==> config.mk <==
export PLATFORM = sky130hd
export DESIGN_NAME = tick_scheduler
export DESIGN_NICKNAME = d
export VERILOG_FILES = /design/src/rtl/tick_sched_pkg.sv /design/src/rtl/tick_channel.sv /design/src/rtl/tick_scheduler.sv
export SDC_FILE = /design/constraint.sdc
export NUM_CORES = 1
export LEC_CHECK = 0
export CORE_ASPECT_RATIO = 0.75
export CORE_MARGIN = 5
export CORE_UTILIZATION = 66
export DETAILED_ROUTE_END_ITERATION = 10
export PLACE_DENSITY = 0.86
export SLEW_MARGIN = 20
export SYNTH_ARGS = -nofsm -noshare
export SYNTH_HDL_FRONTEND = slang
export SYNTH_SLANG_ARGS = --single-unit
==> constraint.sdc <==
create_clock -name clk -period 9.45 [get_ports clk]
set_input_delay 1.4175 -clock clk [delete_from_list [all_inputs] [get_ports clk]]
set_output_delay 1.4175 -clock clk [all_outputs]
set_load 0.005 [all_outputs]
==> src/rtl/tick_sched_pkg.sv <==
// Shared types and constants for the multi-channel tick scheduler.
// Period value 0 stands for a full 2**CNT_W cycle period.
package tick_sched_pkg;

  localparam int CNT_W_DEF = 13;

  typedef enum logic {
    MODE_PERIODIC = 1'b0,
    MODE_ONESHOT  = 1'b1
  } mode_e;

  localparam logic  RST_ARMED = 1'b1;
  localparam logic  RST_TICK  = 1'b0;
  localparam mode_e RST_MODE  = MODE_PERIODIC;

  function automatic logic [31:0] period_decode(
    input logic [31:0] p,
    input int unsigned w
  );
    return (p == 32'd0) ? (32'd1 << w) : p;
  endfunction

endpackage

==> src/rtl/tick_channel.sv <==
// One tick channel: down-counter, period, mode and armed flag.
// A load rewrites the channel; reload_period feeds the next expiry reload.
module tick_channel
  import tick_sched_pkg::*;
#(
  parameter int CNT_W          = CNT_W_DEF,
  parameter int DEFAULT_PERIOD = 0
) (
  input  logic             clk,
  input  logic             reset,
  input  logic             run,
  input  logic             load,
  input  logic [CNT_W-1:0] load_period,
  input  mode_e            load_mode,
  input  logic [CNT_W-1:0] reload_period,
  output logic [CNT_W-1:0] period,
  output logic             expire,
  output logic             tick,
  output logic             armed
);

  logic [CNT_W-1:0] cnt;
  mode_e            mode;
  logic             active;

  always_comb begin
    active = armed & run;
    expire = active & (cnt == '0);
  end

  // A load still lets a coincident expiry tick out, but the
  // counter restarts from the newly written period.
  always_ff @(posedge clk) begin
    if (reset) begin
      period <= CNT_W'(DEFAULT_PERIOD);
      cnt    <= '0;
      mode   <= RST_MODE;
      armed  <= RST_ARMED;
      tick   <= RST_TICK;
    end else begin
      tick <= expire;
      if (load) begin
        period <= load_period;
        mode   <= load_mode;
        cnt    <= load_period - CNT_W'(1);
        armed  <= 1'b1;
      end else if (expire) begin
        period <= reload_period;
        cnt    <= reload_period - CNT_W'(1);
        if (mode == MODE_ONESHOT)
          armed <= 1'b0;
      end else if (active) begin
        cnt <= cnt - CNT_W'(1);
      end
    end
  end

endmodule

==> src/rtl/tick_scheduler.sv <==
// Multi-channel tick generator with config decode.
// Optional ch0 difficulty ramp under `TICK_SCHED_SPEEDUP_EN.
module tick_scheduler
  import tick_sched_pkg::*;
#(
  parameter int N_CH           = 4,
  parameter int CNT_W          = CNT_W_DEF,
  parameter int DEFAULT_PERIOD = 0,
`ifdef TICK_SCHED_SPEEDUP_EN
  parameter int RAMP_EVERY     = 8,
  parameter int RAMP_STEP      = 64,
  parameter int RAMP_MIN       = 1024,
`endif
  parameter int CH_W = (N_CH > 1) ? $clog2(N_CH) : 1
) (
  input  logic             clk,
  input  logic             reset,
  input  logic             pause,
  input  logic [N_CH-1:0]  ch_en,
  input  logic             cfg_valid,
  output logic             cfg_ready,
  input  logic [CH_W-1:0]  cfg_ch,
  input  logic [CNT_W-1:0] cfg_period,
  input  logic             cfg_oneshot,
  output logic [N_CH-1:0]  tick,
  output logic [N_CH-1:0]  armed
);

  logic             wr;
  logic [N_CH-1:0]  load;
  logic [N_CH-1:0]  expire;
  logic [CNT_W-1:0] per [N_CH];
  logic [CNT_W-1:0] reload0;
  mode_e            wr_mode;
  logic             unused_expire;

  assign cfg_ready     = ~reset;
  assign wr            = cfg_valid & cfg_ready;
  assign wr_mode       = cfg_oneshot ? MODE_ONESHOT
                                     : MODE_PERIODIC;
  assign unused_expire = ^expire;

  for (genvar i = 0; i < N_CH; i++) begin : g_ch
    assign load[i] = wr & (cfg_ch == CH_W'(i));

    tick_channel #(
      .CNT_W          (CNT_W),
      .DEFAULT_PERIOD (DEFAULT_PERIOD)
    ) u_ch (
      .clk           (clk),
      .reset         (reset),
      .run           (ch_en[i] & ~pause),
      .load          (load[i]),
      .load_period   (cfg_period),
      .load_mode     (wr_mode),
      .reload_period ((i == 0) ? reload0 : per[i]),
      .period        (per[i]),
      .expire        (expire[i]),
      .tick          (tick[i]),
      .armed         (armed[i])
    );
  end

`ifdef TICK_SCHED_SPEEDUP_EN
  localparam int RW = $clog2(RAMP_EVERY + 1);

  logic [RW-1:0]    rcnt;
  logic             ramp_hit;
  logic [CNT_W:0]   eff;
  logic [CNT_W-1:0] ramp_period;

  always_comb begin
    eff = (CNT_W+1)'(period_decode(32'(per[0]), CNT_W));
    ramp_hit = (rcnt == RW'(RAMP_EVERY - 1));
    if (eff <= (CNT_W+1)'(RAMP_MIN + RAMP_STEP))
      ramp_period = CNT_W'(RAMP_MIN);
    else
      ramp_period = CNT_W'(eff - (CNT_W+1)'(RAMP_STEP));
    reload0 = ramp_hit ? ramp_period : per[0];
  end

  always_ff @(posedge clk) begin
    if (reset || load[0])
      rcnt <= '0;
    else if (expire[0])
      rcnt <= ramp_hit ? '0 : rcnt + RW'(1);
  end
`else
  assign reload0 = per[0];
`endif

endmodule
==> flow_summary.json <==
{
  "fill_cells": 772,
  "grt_max_degree": 78,
  "cts.sinks": 116,
  "design.core.area_sq_um": 10330,
  "chipWidth_um": 129.1,
  "port_buffers": 32,
  "clockBufferDepth": 2,
  "firstDrtPassIters": 5,
  "fmax_mhz": 196.7,
  "reg2reg_slack_ns": 5.81,
  "synth_top_cell_by_area": "dfxtp_1",
  "grt_pass1_vias": 6939,
  "post_dp_cell_area_sq_um": 7194,
  "track_usage": 0.3404,
  "hpwlAfterDp_um": 14170,
  "synthCells": 932,
  "r2r-start": "g_ch[2].u_ch.armed",
  "ctsHtreeMaxLevel": 4,
  "row_count": 32,
  "diodes": 0,
  "finalSetupTns_ns": 0,
  "slowest_delay_ns": 0.73,
  "finalPower_mw": 1.550,
  "period_needed_ns": 5.083,
  "grt_pass1_wl_um": 35220,
  "final_antenna_net_count": 0,
  "setup_viol": 0,
  "ctsHoldBuffers": 0,
  "worstMarginPinSlew_ns": 1.080,
  "gr-total-overflow": 0,
  "wl_per_cell_um": 20.86,
  "min_from": "g_ch[3].u_ch.period[4]",
  "initial_core_util": 0.6791,
  "leakagePower_nw": 2.816,
  "vias_per_cell": 7.130,
  "critPathArrivalTime_ns": 5.34,
  "gp_congestion": 0.9800,
  "holdPathEnd": "g_ch[3].u_ch.period[4]",
  "syn_nets": 961,
  "postSynth.asyncResetShare": 0,
  "rr_endpoint": "g_ch[2].u_ch.cnt[10]",
  "cp.required_ns": 9.71,
  "synth.top_cell.area_share": 0.3310,
  "cts_setup_buffers": 0,
  "antenna_found_initial": 0,
  "die-area_sq_um": 12810,
  "outcome": "complete, no violations",
  "synth-seq-area-share": 0.3310,
  "area_growth_pct": 10.99,
  "drive_gt1_frac": 0.07243,
  "path_buf_inv": 1,
  "via_count": 7565,
  "clock_latency_ns": 0.41,
  "cts_inserted_buffers": 17,
  "path_common_cell": "a21oi_1",
  "yosysUniqueCellTypes": 84,
  "cp-end-kind": "flop",
  "ys.flop_type": "dfxtp_1",
  "hold_depth": 2,
  "ir_drop_mv": 0.1294,
  "regArea_sq_um": 2322,
  "r2r_cells": 10,
  "num_io_pins": 33,
  "first_iter_violations": 1209,
  "drc": 0,
  "start_kind": "primary input",
  "path_clk_slew_ns": 0.05,
  "yosysWarnings": 0,
  "synth_area_per_cell_sq_um": 7.527,
  "cp_max_fo": 23,
  "ys_top_cells_by_area": "dfxtp_1, nand2_1, a21oi_1",
  "path_delay_family": "simple AND/OR/NAND/NOR gates",
  "cp_cell_sequence": "clkdlybuf4s50_1 -> nand3b_1 -> nor4_4 -> and2_4 -> a21oi_1 -> ha_1 -> or4b_1 -> a2111oi_0 -> o21ai_0 -> a21oi_1 -> o221ai_1",
  "finalClockSkew_ns": 0.007591,
  "cts_tree": "built",
  "hold_violations": 0,
  "ys_seq_elements": 116,
  "die_h_um": 99.29,
  "netlist_area_sq_um": 7015,
  "multi_input_area_sq_um": 4315,
  "rsz0062_at_grt": "no",
  "routed_wl_um": 22130,
  "max_cap_viol_count": 0,
  "final_nets": 945,
  "root_buffer": "clkbuf_16",
  "design_area_sq_um": 7786,
  "max-slew-margin-rel": 0.2748,
  "drv_slew": 0,
  "fin_crit_sh": 0.5379,
  "cts_resized": 0,
  "synth_edf_count": 0,
  "power_density_nw_per_um2": 199.1,
  "worstHoldPathType": "reg2reg",
  "path_class": "in2reg",
  "cp_slowest_cell": "nand3b_1"
}
-- per-stage QoR --
stage	instances	util	setup WS, ns	hold WS [ns]
6_report	1061	0.7538	4.367	0.4670
3_3_place_gp	1033	0.6965	4.279	0.4449
3_5_place_dp	1033	0.6965	4.138	0.4562
5_1_grt	1061	0.7538	4.032	0.4827
2_1_floorplan	932	-	5.485	0.4319
4_1_cts	1061	0.7538	4.495	0.4634
-- layer usage --
| metal | up-vias | share of wire | global-route usage |
|---|---|---|---|
| met5 | - | 0 | 0 |
| met4 | 0 | 0.032 | 0.1372 |
| met3 | 81 | 0.12 | 0.06978 |
| met2 | 568 | 0.44 | 0.5155 |
| met1 | 3508 | 0.41 | 0.4745 |
| li1 | 3408 | - | - |
-- power by group --
part	total, mW	leakage, nW	internal (mW)	switching [mW]
combinational	0.340	1.58	0.128	0.211
clock	0.652	0.296	0.430	0.222
sequential	0.558	0.945	0.518	0.0396
-- cell type report --
| cell class | instances | area share |
|---|---|---|
| multi-input cells | 735 | 0.5542 |
| flip-flops and latches | 116 | 0.2982 |
| clock buffers | 24 | 0.06701 |
| repair buffers | 37 | 0.04532 |
| well taps | 136 | 0.02185 |
| clock inverters | 4 | 0.008999 |
| inverters | 9 | 0.004339 |
-- cells in the mapped netlist (5+ instances only) --
| library cell | n |
|---|---|
| a2111oi_0 | 5 |
| a211o_1 | 6 |
| a211oi_1 | 14 |
| a21o_1 | 6 |
| a21oi_1 | 98 |
| a221oi_1 | 11 |
| a22oi_1 | 7 |
| a31oi_1 | 21 |
| and3_1 | 14 |
| buf_1 | 6 |
| buf_2 | 6 |
| buf_4 | 10 |
| clkbuf_1 | 45 |
| dfxtp_1 | 116 |
| ha_1 | 5 |
| inv_1 | 9 |
| mux2i_1 | 6 |
| nand2_1 | 172 |
| nand2b_1 | 7 |
| nand3_1 | 16 |
| nand3b_1 | 7 |
| nand4_1 | 6 |
| nor2_1 | 69 |
| nor3_1 | 50 |
| nor4_1 | 14 |
| o21ai_0 | 41 |
| o22ai_1 | 10 |
| o31ai_1 | 14 |
| or2_2 | 5 |
| or3_1 | 11 |
| xnor2_1 | 6 |
| xor2_1 | 15 |
-- logic make-up (layout without fill, tap and decap cells) --
logic type,Yosys count,count (layout),share of synthesized area
and+or+nand+nor,413,413,0.2912
AOI/OAI and AO/OA,286,286,0.2716
DFF,116,116,0.3310
buffers and inverters,81,74,0.05529
xor gates and xnor gates,22,22,0.02854
muxes,9,9,0.01338
adders and majority gates,5,5,0.008917
-- flip-flops by register name, indices dropped and copies added, names as in the netlist --
name,count
g_ch.u_ch.armed,4
g_ch.u_ch.tick,4
g_ch.u_ch.mode,4
g_ch.u_ch.period,52
g_ch.u_ch.cnt,52
-- worst max path at each step --
stage	endpoint	from	slack [ns]	cells after the start
6_report	g_ch[2].u_ch.cnt[10]	pause	4.37	11
2_1_floorplan	g_ch[0].u_ch.cnt[10]	pause	5.48	13
3_3_place_gp	g_ch[2].u_ch.cnt[8]	pause	4.28	12
5_1_grt	g_ch[2].u_ch.cnt[10]	pause	4.03	11
3_5_place_dp	g_ch[2].u_ch.cnt[10]	pause	4.14	11
4_1_cts	g_ch[2].u_ch.cnt[10]	pause	4.50	11
-- worst min-delay path, stage by stage (launching register included) --
cell and delay (ns):
dfxtp_1 0.31, nand2_1 0.05, a21oi_1 0.05
-- placed cells by master (no fill, tap or decap), types with 7 or more instances in the layout --
master / netlist / routed
and3_1: 14 / 14
nand3_1: 16 / 16
o22ai_1: 10 / 10
nand2b_1: 7 / 7
xor2_1: 15 / 15
a22oi_1: 7 / 7
clkbuf_8: 2 / 7
nor2_1: 69 / 69
clkbuf_16: 0 / 17
nand3b_1: 7 / 7
clkdlybuf4s50_1: 0 / 31
a221oi_1: 11 / 11
nor3_1: 50 / 49
nand2_1: 172 / 172
o21ai_0: 41 / 41
a21oi_1: 98 / 98
a211oi_1: 14 / 14
a31oi_1: 21 / 21
inv_1: 9 / 9
nor4_1: 14 / 14
or3_1: 11 / 11
o31ai_1: 14 / 14
dfxtp_1: 116 / 116
(Power assumes the default switching activity.)
